===== config.mk =====
export PLATFORM = sky130hd
export DESIGN_NAME = sprite_addr_pipe
export DESIGN_NICKNAME = d
export VERILOG_FILES = /design/src/rtl/sprite_addr_pipe.sv
export SDC_FILE = /design/constraint.sdc
export NUM_CORES = 1
export LEC_CHECK = 0
export ABC_CLOCK_PERIOD_IN_PS = 8100
export BUFFER_PORTS_ARGS = -buffer_cell sky130_fd_sc_hd__buf_2
export CAP_MARGIN = 20
export CELL_PAD_IN_SITES_DETAIL_PLACEMENT = 0
export CELL_PAD_IN_SITES_GLOBAL_PLACEMENT = 1
export CORE_UTILIZATION = 26
export DETAILED_ROUTE_END_ITERATION = 8
export GPL_TIMING_DRIVEN = 0
export PLACE_DENSITY_LB_ADDON = 0.2
export SLEW_MARGIN = 20
export SYNTH_ARGS = -nofsm -noshare
export SYNTH_HDL_FRONTEND = slang
export SYNTH_SLANG_ARGS = --single-unit

===== constraint.sdc =====
create_clock -name clk -period 8.1 [get_ports clk]
set_input_delay 0 -clock clk [delete_from_list [all_inputs] [get_ports clk]]
set_output_delay 0 -clock clk [all_outputs]
set_load 0.1 [all_outputs]

===== src/rtl/sprite_addr_pipe.sv =====
// Two-stage sprite-sheet address generator: maps the scan position to a ROM pixel
// address inside an animated, frame-latched sprite with horizontal wrap and mirroring.
module sprite_addr_pipe #(
  parameter int H_WRAP      = 850,
  parameter int ADDR_W      = 17,
  parameter int SHEET_SIZE  = 27000,
  parameter int NUM_FRAMES  = 4,
  parameter int FRAME_TICKS = 8,
  parameter int FI_W        = (NUM_FRAMES > 1) ? $clog2(NUM_FRAMES) : 1
) (
  input  logic              clk,
  input  logic              rst,
  input  logic              frame_start,
  input  logic [9:0]        h_cnt,
  input  logic [9:0]        v_cnt,
  input  logic              pix_valid,
  input  logic [9:0]        loc_h,
  input  logic [9:0]        loc_v,
  input  logic [9:0]        width,
  input  logic [9:0]        height,
  input  logic              flip_h,
  input  logic              anim_en,
  input  logic              anim_restart,
  output logic [ADDR_W-1:0] pixel_addr,
  output logic              pixel_hit,
  output logic [FI_W-1:0]   frame_idx
);

  localparam int SW   = ADDR_W + 1;
  localparam int TK_W = (FRAME_TICKS > 1) ? $clog2(FRAME_TICKS) : 1;
  localparam logic [10:0]     H_WRAP_W  = 11'(H_WRAP);
  localparam logic [SW-1:0]   SHEET_W   = SW'(SHEET_SIZE);
  localparam logic [TK_W-1:0] TICK_LAST = TK_W'(FRAME_TICKS - 1);
  localparam logic [FI_W-1:0] IDX_LAST  = FI_W'(NUM_FRAMES - 1);

  // Column offset from the sprite's left edge, wrapping across the right screen edge.
  function automatic logic [10:0] wrap_dx(input logic [10:0] h, input logic [10:0] lh);
    if (h >= lh) return h - lh;
    else         return h + H_WRAP_W - lh;
  endfunction

  // Single conditional subtraction keeps the address inside the ROM depth.
  function automatic logic [ADDR_W-1:0] sheet_reduce(input logic [SW-1:0] sum);
    if (sum >= SHEET_W) return ADDR_W'(sum - SHEET_W);
    else                return ADDR_W'(sum);
  endfunction

  logic [9:0]        loc_h_s, loc_v_s, width_s, height_s;
  logic              flip_s;
  logic [TK_W-1:0]   tick;
  logic [ADDR_W-1:0] frame_base;
  logic [19:0]       size_c;

  assign size_c = {10'd0, width} * {10'd0, height};

  always_ff @(posedge clk or negedge rst) begin
    if (!rst) begin
      loc_h_s  <= '0;
      loc_v_s  <= '0;
      width_s  <= '0;
      height_s <= '0;
      flip_s   <= 1'b0;
    end else if (frame_start) begin
      loc_h_s  <= loc_h;
      loc_v_s  <= loc_v;
      width_s  <= width;
      height_s <= height;
      flip_s   <= flip_h;
    end
  end

  // Restart wins over an advance; the step size is the geometry latched on this same frame_start.
  always_ff @(posedge clk or negedge rst) begin
    if (!rst) begin
      tick       <= '0;
      frame_idx  <= '0;
      frame_base <= '0;
    end else if (anim_restart) begin
      tick       <= '0;
      frame_idx  <= '0;
      frame_base <= '0;
    end else if (frame_start && anim_en) begin
      if (tick == TICK_LAST) begin
        tick <= '0;
        if (frame_idx == IDX_LAST) begin
          frame_idx  <= '0;
          frame_base <= '0;
        end else begin
          frame_idx  <= frame_idx + 1'b1;
          frame_base <= frame_base + ADDR_W'(size_c);
        end
      end else begin
        tick <= tick + 1'b1;
      end
    end
  end

  logic [10:0] h_ext, v_ext, lh_ext, lv_ext, w_ext, ht_ext;
  logic [10:0] dx_c, dy_c, rx_c;
  logic        hit_c;

  always_comb begin
    h_ext  = {1'b0, h_cnt};
    v_ext  = {1'b0, v_cnt};
    lh_ext = {1'b0, loc_h_s};
    lv_ext = {1'b0, loc_v_s};
    w_ext  = {1'b0, width_s};
    ht_ext = {1'b0, height_s};
    dx_c   = wrap_dx(h_ext, lh_ext);
    dy_c   = v_ext - lv_ext;
    hit_c  = pix_valid & (dx_c < w_ext) & (v_ext >= lv_ext) & (v_ext < lv_ext + ht_ext);
    rx_c   = flip_s ? (w_ext - 11'd1 - dx_c) : dx_c;
  end

  // ---- stage 1 register boundary ----
  logic              hit_p1;
  logic [10:0]       dy_p1, rx_p1;
  logic [9:0]        width_p1;
  logic [ADDR_W-1:0] base_p1;

  always_ff @(posedge clk or negedge rst) begin
    if (!rst) begin
      hit_p1   <= 1'b0;
      dy_p1    <= '0;
      rx_p1    <= '0;
      width_p1 <= '0;
      base_p1  <= '0;
    end else begin
      hit_p1   <= hit_c;
      dy_p1    <= dy_c;
      rx_p1    <= rx_c;
      width_p1 <= width_s;
      base_p1  <= frame_base;
    end
  end

  logic [SW-1:0] prod_c, sum_c;

  always_comb begin
    prod_c = SW'(dy_p1) * SW'(width_p1);
    sum_c  = SW'(base_p1) + prod_c + SW'(rx_p1);
  end

  // ---- stage 2 register boundary ----
  always_ff @(posedge clk or negedge rst) begin
    if (!rst) begin
      pixel_addr <= '0;
      pixel_hit  <= 1'b0;
    end else begin
      pixel_addr <= hit_p1 ? sheet_reduce(sum_c) : '0;
      pixel_hit  <= hit_p1;
    end
  end

endmodule


==> flow_summary.json, run 1 <==
{
  "setup_tns_ps": 0,
  "dieArea_um2": 57800,
  "period_share_pct": 81.9,
  "cts_root_buffer": "clkbuf_16",
  "clkTransAtPathRegs_ps": 60,
  "synthesis.area_um2": 14800,
  "path_buf_inv": 5,
  "postCtsSetupRepairBufs": 0,
  "synth-seq-area-share_pct": 22.2,
  "clock.fmax_mhz": 151,
  "grt_pass1_vias": 11700,
  "area_growth_syn_to_layout_pct": 16.1,
  "layout.cells.non_filler": 2469,
  "grt_overflow_total": 0,
  "routabilityCongestion": 0.797,
  "synthDistinctLibCells": 74,
  "cap_violations": 0,
  "final_cell_mix": "268 x inv_1, 182 x fa_1, 179 x nand2_1",
  "grt_max_degree": 74,
  "final_common_cell": "inv_1",
  "min_period_ps": 6630,
  "drtPass1Iterations": 5,
  "vias": 10900,
  "ant_nets": 0,
  "antenna_found_initial": 2,
  "hold_viol_final": 0,
  "cts_sinks": 131,
  "start_util_pct": 26.3,
  "viasPerCell": 4.40,
  "htreeDepth": 4,
  "endpoint_kind": "flip-flop",
  "synth-seq-cells": 131,
  "hold_path_class": "input pin to flip-flop",
  "synthArstFlopShare_pct": 100,
  "drtIter0Drc": 348,
  "io_buffers": 80,
  "final_nets": 2106,
  "cpMaxStageDelayCell": "fa_1",
  "cp_max_fo": 10,
  "critPathMostFrequentCell": "fa_1",
  "core_um2": 56300,
  "tritoncts": "yes",
  "drive_gt1_share_pct": 9.34,
  "avgSynthCellArea_um2": 9.48,
  "critPathTopFamily": "adder cells",
  "design_area_um2": 17200,
  "crit_chain": "clkbuf_1 -> nand2_1 -> fa_1 -> fa_1 -> fa_1 -> inv_1 -> fa_1 -> inv_1 -> fa_1 -> inv_1 -> ha_1 -> nor3_2 -> nor3_1 -> o2111ai_1 -> a31oi_1 -> xnor2_1 -> clkbuf_1 -> nand2_1 -> nor3_2 -> mux2i_1",
  "startpoint_type": "flip-flop",
  "slew_headroom_pct": 42.6,
  "skew_ps": 10.7,
  "post_dp_cell_area_um2": 16200,
  "worst-endpoint-arrival_ps": 7000,
  "synth_nets": 1966,
  "synth_cells": 1560,
  "dp_hpwl_um": 32600,
  "clockBufferDepth": 2,
  "placed_cells_incl_taps": 2398,
  "die_y_um": 241,
  "insertedDiodeCount": 0,
  "tightest_slew_ps": 860,
  "rsz0062_at_grt": "no",
  "rows": 87,
  "clock_latency_ps": 440,
  "wl_per_cell_um": 16.0,
  "cts-buffers-inserted": 17,
  "drc": 0,
  "crit_required_ps": 8460,
  "slew_viol_final": 0,
  "status": "complete, no violations",
  "grt_pass1_wl_um": 64700,
  "grt_usage_pct": 14.6,
  "synth_edf_count": 0,
  "slowest_delay_ps": 540,
  "yosys_warnings": 0,
  "die_x_um": 241,
  "synth-main-ff-cell": "dfrtp_1",
  "setup_viol": 0,
  "finalWirelength_um": 39500,
  "worst-setup-path-type": "flip-flop to flip-flop",
  "ios": 87
}
==> metrics by stage <==
step	hold slack [ps]	setup WS, ps	utilization [%]
after floorplan	-296	2500	-
after global placement	213	1430	28.7
after detailed placement	-23.5	1430	28.8
after CTS	2.52	1400	30.5
after global routing	26.1	929	30.5
final	24.5	1470	30.5
==> routing by layer <==
| layer | GRT usage (%) | vias up | share of wire (%) | wire [µm] |
|---|---|---|---|---|
| met1 | 20.1 | 5428 | 50 | 19900 |
| met4 | 3.15 | 0 | 0.99 | 390 |
| met2 | 24.4 | 117 | 47 | 18400 |
| met3 | 1.71 | 18 | 1.9 | 748 |
| li1 | - | 5299 | - | - |
| met5 | 0 | - | 0 | 0 |
==> area by class of cell <==
| cell class | instances | area (µm²) |
|---|---|---|
| plain buffers | 59 | 233 |
| clock buffers | 19 | 433 |
| clock inverters | 13 | 151 |
| fillers | 5974 | 39100 |
| inverters | 269 | 1010 |
| multi-input cells | 1101 | 10300 |
| flip-flops and latches | 131 | 3280 |
| well taps | 756 | 946 |
| repair buffers | 121 | 840 |
==> registers in the layout (all words and copies together) (netlist names) <==
| register | count |
|---|---|
| base_p1 | 17 |
| dy_p1 | 11 |
| flip_s | 1 |
| frame_base | 17 |
| frame_idx | 2 |
| height_s | 10 |
| hit_p1 | 1 |
| loc_h_s | 10 |
| loc_v_s | 10 |
| pixel_addr | 17 |
| pixel_hit | 1 |
| rx_p1 | 11 |
| tick | 3 |
| width_p1 | 10 |
| width_s | 10 |
==> worst register-to-register path: stages, from the launching register on <==
cell	delay [ps]
dfrtp_1	320
clkbuf_1	530
nand2_1	180
fa_1	500
fa_1	530
fa_1	540
inv_1	50
fa_1	470
inv_1	50
fa_1	530
inv_1	40
ha_1	340
nor3_2	90
nor3_1	450
o2111ai_1	270
a31oi_1	250
xnor2_1	190
clkbuf_1	440
nand2_1	130
nor3_2	410
mux2i_1	240
==> synthesized netlist by cell type (6+ instances only) <==
cell type	count	area [µm²]
inv_1	268	1010
fa_1	182	3640
nand2_1	179	672
ha_1	157	1960
dfrtp_1	131	3280
and2_1	103	644
o21ai_0	62	310
xnor2_1	55	482
clkbuf_1	51	191
a21oi_1	45	225
nor2_1	42	158
nand3_1	23	115
nor3_1	22	110
a21o_1	20	150
xor2_1	19	166
mux2_2	18	203
a22o_1	16	140
a31oi_1	14	87.6
mux2i_1	14	140
o211ai_1	10	75.1
o21bai_1	9	67.6
or4_1	8	60.1
nand2b_1	6	37.5
nor2b_1	6	37.5
==> path summary, 6_finish.rpt <==
check / to / cells after the start / slack (ps) / start
setup / recovery: pixel_addr[4] / 20 / 1470 / dy_p1[6]
setup reg to reg: pixel_addr[4] / 20 / 1470 / dy_p1[6]
hold / removal: dy_p1[8] / 3 / 20 / v_cnt[8]
hold reg to reg: width_p1[2] / 0 / 410 / width_s[2]
min in group asynchronous: pixel_hit / 2 / 90 / rst
max in group asynchronous: base_p1[12] / 3 / 7260 / rst
==> cells by family after synthesis <==
group           share of synthesized area (%)
fa+ha+maj                                37.9
flops                                    22.2
mux                                      2.32
buf+inv                                  8.40
simple gates                             14.1
compound gates                           10.6
xor+xnor                                 4.49
==> what timing repair did <==
action	CTS	global route
hold endpoints to repair	170	0
gates resized for setup	0	0
hold buffers	39	0
Power of run 1 is left out: the tool's default activity adds up to more than one toggle a clock period on the data nets, which glitch-free logic cannot reach.
==> inputs of run 2 (changes only) <==
--- a/config.mk
+++ b/config.mk
@@ -5,7 +5,7 @@
 export SDC_FILE = /design/constraint.sdc
 export NUM_CORES = 1
 export LEC_CHECK = 0
-export ABC_CLOCK_PERIOD_IN_PS = 8100
+export ABC_CLOCK_PERIOD_IN_PS = 6700
 export BUFFER_PORTS_ARGS = -buffer_cell sky130_fd_sc_hd__buf_2
 export CAP_MARGIN = 20
 export CELL_PAD_IN_SITES_DETAIL_PLACEMENT = 0
==> constraint.sdc (replaced) <==
create_clock -name clk -period 6.7 [get_ports clk]
set_input_delay 0 -clock clk [delete_from_list [all_inputs] [get_ports clk]]
set_output_delay 0 -clock clk [all_outputs]
set_load 0.1 [all_outputs]
==> flow_summary.json, run 2 (synthesis gave the netlist of run 1 again) <==
{
  "status": "complete, no violations",
  "viasPerCell": 4.41,
  "reg2reg_depth": 20,
  "rsz0062_at_grt": "no",
  "htreeDepth": 4,
  "dp_hpwl_um": 32600,
  "period_share_pct": 92.7,
  "startpoint_type": "flip-flop",
  "routabilityCongestion": 0.797,
  "clock.fmax_mhz": 161,
  "top_regs": "base_p1: 17 flops, frame_base: 17 flops, pixel_addr: 17 flops",
  "slew_headroom_pct": 41.1,
  "worst-setup-path-type": "flip-flop to flip-flop",
  "drtPass1Iterations": 5,
  "final_nets": 2096,
  "dieArea_um2": 57800,
  "wl_per_cell_um": 16.1,
  "io_buffers": 80,
  "grt_overflow_total": 0,
  "clock_latency_ps": 440,
  "postCtsSetupRepairBufs": 0,
  "die_x_um": 241,
  "ios": 87,
  "clockBufferDepth": 2,
  "hold_path_class": "input pin to flip-flop",
  "cp_max_fo": 10,
  "cts-buffers-inserted": 17,
  "grt_pass1_wl_um": 64700,
  "setup_tns_ps": 0,
  "rows": 87,
  "min_period_ps": 6210,
  "cap_violations": 0,
  "tritoncts": "yes",
  "startpoint": "width_p1[1]",
  "reg2reg_from": "width_p1[1]",
  "endpoint": "pixel_addr[4]",
  "start_util_pct": 26.3,
  "drtIter0Drc": 401,
  "drive_gt1_share_pct": 9.92,
  "antenna_found_initial": 2,
  "ant_nets": 0,
  "insertedDiodeCount": 0,
  "hold_viol_final": 0,
  "core_um2": 56300,
  "worst-endpoint-arrival_ps": 6570,
  "cts_sinks": 131,
  "final_common_cell": "inv_1",
  "grt_pass1_vias": 11700,
  "die_y_um": 241,
  "tightest_slew_ps": 883,
  "cts_root_buffer": "clkbuf_16",
  "endpoint_kind": "flip-flop",
  "area_growth_syn_to_layout_pct": 16.0,
  "slew_viol_final": 0,
  "clkTransAtPathRegs_ps": 60,
  "drc": 0,
  "setup_viol": 0,
  "rrSetupSlack_ps": 490,
  "crit_required_ps": 7060,
  "skew_ps": 11.0,
  "final_cell_mix": "268 x inv_1, 182 x fa_1, 179 x nand2_1",
  "grt_max_degree": 74,
  "rr_endpoint": "pixel_addr[4]",
  "grt_usage_pct": 14.6,
  "vias": 10800,
  "fill_cells": 5972,
  "finalWirelength_um": 39500
}
run 2: changes by cell type in the layout (fill, tap and decap cells not counted):
cell | previous run | this run
xor2_2 | 1 | 2
xor2_1 | 19 | 18
dfrtp_1 | 131 | 128
dfrtp_2 | 0 | 3
clkbuf_1 | 53 | 39
buf_2 | 82 | 81
clkbuf_4 | 0 | 1
clkbuf_2 | 0 | 4
nor3_1 | 21 | 20
nor3_4 | 0 | 1
run 2: how the worst min path moves through the flow:
stage | cells past startpoint | endpoint | from
2_1_floorplan | 0 | base_p1[0] | rst
3_3_place_gp | 3 | loc_h_s[7] | loc_h[7]
3_5_place_dp | 1 | pixel_hit | rst
4_1_cts | 3 | dy_p1[8] | v_cnt[8]
5_1_grt | 3 | dy_p1[8] | v_cnt[8]
6_report | 3 | dy_p1[8] | v_cnt[8]
run 2: what timing repair did:
action,CTS,global route
setup endpoints to repair,1,14
hold buffers,39,0
resized for setup,0,15
endpoints found under the hold margin,170,0
run 2: area by class of cell:
class	instances	area (µm²)	area share, %
multi-input combinational	1101	10300	60.0
sequential	131	3280	19.1
inverter	269	1010	5.88
tap	756	946	5.51
timing repair buffer	121	840	4.89
clock buffer	19	433	2.52
buffer	49	203	1.18
clock inverter	13	151	0.882
run 2: stage by stage:
step	util [%]	hold slack, ps	area [µm²]	cells	worst slack, ps
after floorplan	-	-296	14800	1560	1100
after global placement	28.7	213	16100	2396	32.8
after detailed placement	28.8	-23.5	16200	2398	29.3
after CTS	30.5	2.52	17200	2468	24.5
after global routing	30.5	25.8	17200	2459	18.3
final	30.5	26.1	17200	2459	488
run 2: metal layers:
layer | global-route usage, % | vias to the layer above | wire length, µm
met2 | 24.4 | 120 | 18400
met4 | 3.15 | 0 | 412
met5 | 0 | - | 0
li1 | - | 5281 | -
met3 | 1.70 | 20 | 764
met1 | 20.1 | 5422 | 19900
run 2: worst max-delay path, cell delays in order, from the launching register on:
cell and delay, ps:
dfrtp_1 360, clkbuf_2 280, nand2_1 120, fa_1 570
fa_1 450, fa_1 540, inv_1 50, fa_1 470
inv_1 50, fa_1 530, inv_1 40, ha_1 340
nor3_2 300, nor3_2 120, a2111oi_2 490, o41ai_2 140
xnor2_1 330, clkbuf_4 300, nand2_1 110, nor3_4 300
mux2i_1 220
Power of run 2 is left out for the same reason.
==> inputs of run 3 (changes only) <==
--- a/config.mk
+++ b/config.mk
@@ -8,8 +8,8 @@
 export ABC_CLOCK_PERIOD_IN_PS = 6700
 export BUFFER_PORTS_ARGS = -buffer_cell sky130_fd_sc_hd__buf_2
 export CAP_MARGIN = 20
-export CELL_PAD_IN_SITES_DETAIL_PLACEMENT = 0
-export CELL_PAD_IN_SITES_GLOBAL_PLACEMENT = 1
+export CELL_PAD_IN_SITES_DETAIL_PLACEMENT = 1
+export CELL_PAD_IN_SITES_GLOBAL_PLACEMENT = 2
 export CORE_UTILIZATION = 26
 export DETAILED_ROUTE_END_ITERATION = 8
 export GPL_TIMING_DRIVEN = 0
==> flow_summary.json, run 3 (synthesis gave the netlist of run 1 again) <==
{
  "drc": 0,
  "worst-setup-path-type": "flip-flop to flip-flop",
  "hold_viol_final": 0,
  "core_um2": 56300,
  "rsz0062_at_grt": "no",
  "design_area_um2": 17200,
  "clockBufferDepth": 2,
  "drive_gt1_share_pct": 10.1,
  "drtPass1Iterations": 4,
  "reg2reg_from": "width_p1[4]",
  "min_to": "dy_p1[8]",
  "endpoint_kind": "flip-flop",
  "cp_max_fo": 10,
  "clock_latency_ps": 460,
  "grt_overflow_total": 0,
  "cts_sinks": 131,
  "dp_hpwl_um": 35900,
  "cts_root_buffer": "clkbuf_16",
  "vias": 11000,
  "dieArea_um2": 57800,
  "htreeDepth": 4,
  "die_x_um": 241,
  "crit_chain": "clkbuf_2 -> and2_1 -> fa_1 -> inv_1 -> fa_1 -> inv_1 -> fa_1 -> fa_1 -> inv_1 -> fa_1 -> inv_1 -> ha_1 -> o21ai_1 -> nor3_1 -> a2111oi_2 -> nor3_1 -> xor2_1 -> buf_2 -> nor2_4 -> a311o_1",
  "grt_pass1_wl_um": 70900,
  "area_growth_syn_to_layout_pct": 16.4,
  "placed_cells_incl_taps": 2399,
  "crit_required_ps": 7040,
  "status": "complete, no violations",
  "hold_path_class": "input pin to flip-flop",
  "period_share_pct": 94.5,
  "slowest_delay_ps": 580,
  "cts-buffers-inserted": 17,
  "clkTransAtPathRegs_ps": 60,
  "ios": 87,
  "min_period_ps": 6330,
  "skew_ps": 12.2,
  "slew_viol_final": 0,
  "rr_endpoint": "pixel_addr[13]",
  "worst-endpoint-arrival_ps": 6670,
  "cap_violations": 0,
  "postCtsSetupRepairBufs": 0,
  "cpMaxStageDelayCell": "xor2_1",
  "routabilityCongestion": 0.763,
  "die_y_um": 241,
  "critPathMostFrequentCell": "fa_1",
  "setup_viol": 0,
  "slew_headroom_pct": 33.0,
  "wl_per_cell_um": 17.6,
  "finalWirelength_um": 43300,
  "tightest_slew_ps": 1000,
  "clock.fmax_mhz": 158,
  "rows": 87,
  "path_buf_inv": 6,
  "reg2reg_depth": 20,
  "drtIter0Drc": 323,
  "final_nets": 2098,
  "grt_max_degree": 80,
  "ant_nets": 0,
  "whs_path_depth": 3,
  "critPathTopFamily": "adder cells",
  "rrSetupSlack_ps": 370,
  "top_regs": "base_p1: 17 flops, frame_base: 17 flops, pixel_addr: 17 flops",
  "startpoint": "width_p1[4]",
  "fin_util_pct": 30.6,
  "tritoncts": "yes",
  "min-delay-start": "v_cnt[8]",
  "post_dp_cell_area_um2": 16200,
  "layout.cells.non_filler": 2461,
  "grt_usage_pct": 16.1,
  "startpoint_type": "flip-flop",
  "final_common_cell": "inv_1",
  "grt_pass1_vias": 12600,
  "final_cell_mix": "268 x inv_1, 182 x fa_1, 179 x nand2_1",
  "antenna_found_initial": 0,
  "io_buffers": 80,
  "start_util_pct": 26.3,
  "viasPerCell": 4.47
}
==> run 3: cell types whose count changed in the layout (fill, tap and decap cells not counted), moves of 3 or more <==
cell / previous run / this run
clkbuf_1: 39 / 36
dlygate4sd3_1: 39 / 42
dfrtp_2: 3 / 7
clkbuf_8: 0 / 3
dfrtp_1: 128 / 124
==> run 3: layout make-up <==
cell class / count / area, µm²
inverters: 269 / 1010
diodes: 1 / 2.50
clock inverters: 11 / 150
repair buffers: 125 / 881
fillers: 6525 / 39100
clock buffers: 20 / 467
plain buffers: 47 / 191
flip-flops and latches: 131 / 3290
multi-input cells: 1101 / 10300
well taps: 756 / 946
==> run 3: through the flow <==
| stage | hold slack (ps) | setup WS, ps | setup TNS [ps] |
|---|---|---|---|
| 2_1_floorplan | -296 | 1100 | 0 |
| 3_3_place_gp | 208 | 5.01 | 0 |
| 3_5_place_dp | -41.8 | -129 | -389 |
| 4_1_cts | 13.9 | 2.68 | 0 |
| 5_1_grt | 57.8 | 4.51 | 0 |
| 6_report | 38.8 | 369 | 0 |
==> run 3: how the worst max path moves through the flow <==
stage / slack [ps] / depth (start not counted) / end
floorplan: 1100 / 20 / pixel_addr[9]
global placement: 5 / 20 / pixel_addr[4]
detailed placement: -130 / 20 / pixel_addr[4]
CTS: 3 / 20 / pixel_addr[4]
global route: 5 / 20 / pixel_addr[11]
finish: 370 / 20 / pixel_addr[13]
==> run 3: worst reg2reg max path, stage by stage (launching register included) <==
cell,delay (ps)
dfrtp_1,390
clkbuf_2,240
and2_1,220
fa_1,560
inv_1,60
fa_1,530
inv_1,50
fa_1,450
fa_1,500
inv_1,50
fa_1,470
inv_1,40
ha_1,350
o21ai_1,230
nor3_1,140
a2111oi_2,490
nor3_1,110
xor2_1,580
buf_2,380
nor2_4,110
a311o_1,270
==> run 3: layer usage <==
| metal | share of wire (%) | vias up | GRT usage [%] |
|---|---|---|---|
| met2 | 48 | 118 | 27.6 |
| met1 | 48 | 5568 | 21.3 |
| met5 | 0 | - | 0 |
| li1 | - | 5282 | - |
| met4 | 1.7 | 0 | 4.81 |
| met3 | 2.5 | 34 | 1.77 |
==> run 3: what timing repair did <==
action,4_1_cts,5_1_grt
endpoints found under the setup margin,7,14
gates resized for setup,0,14
hold endpoints to repair,173,0
hold buffers,42,0
Power of run 3 is left out for the same reason.
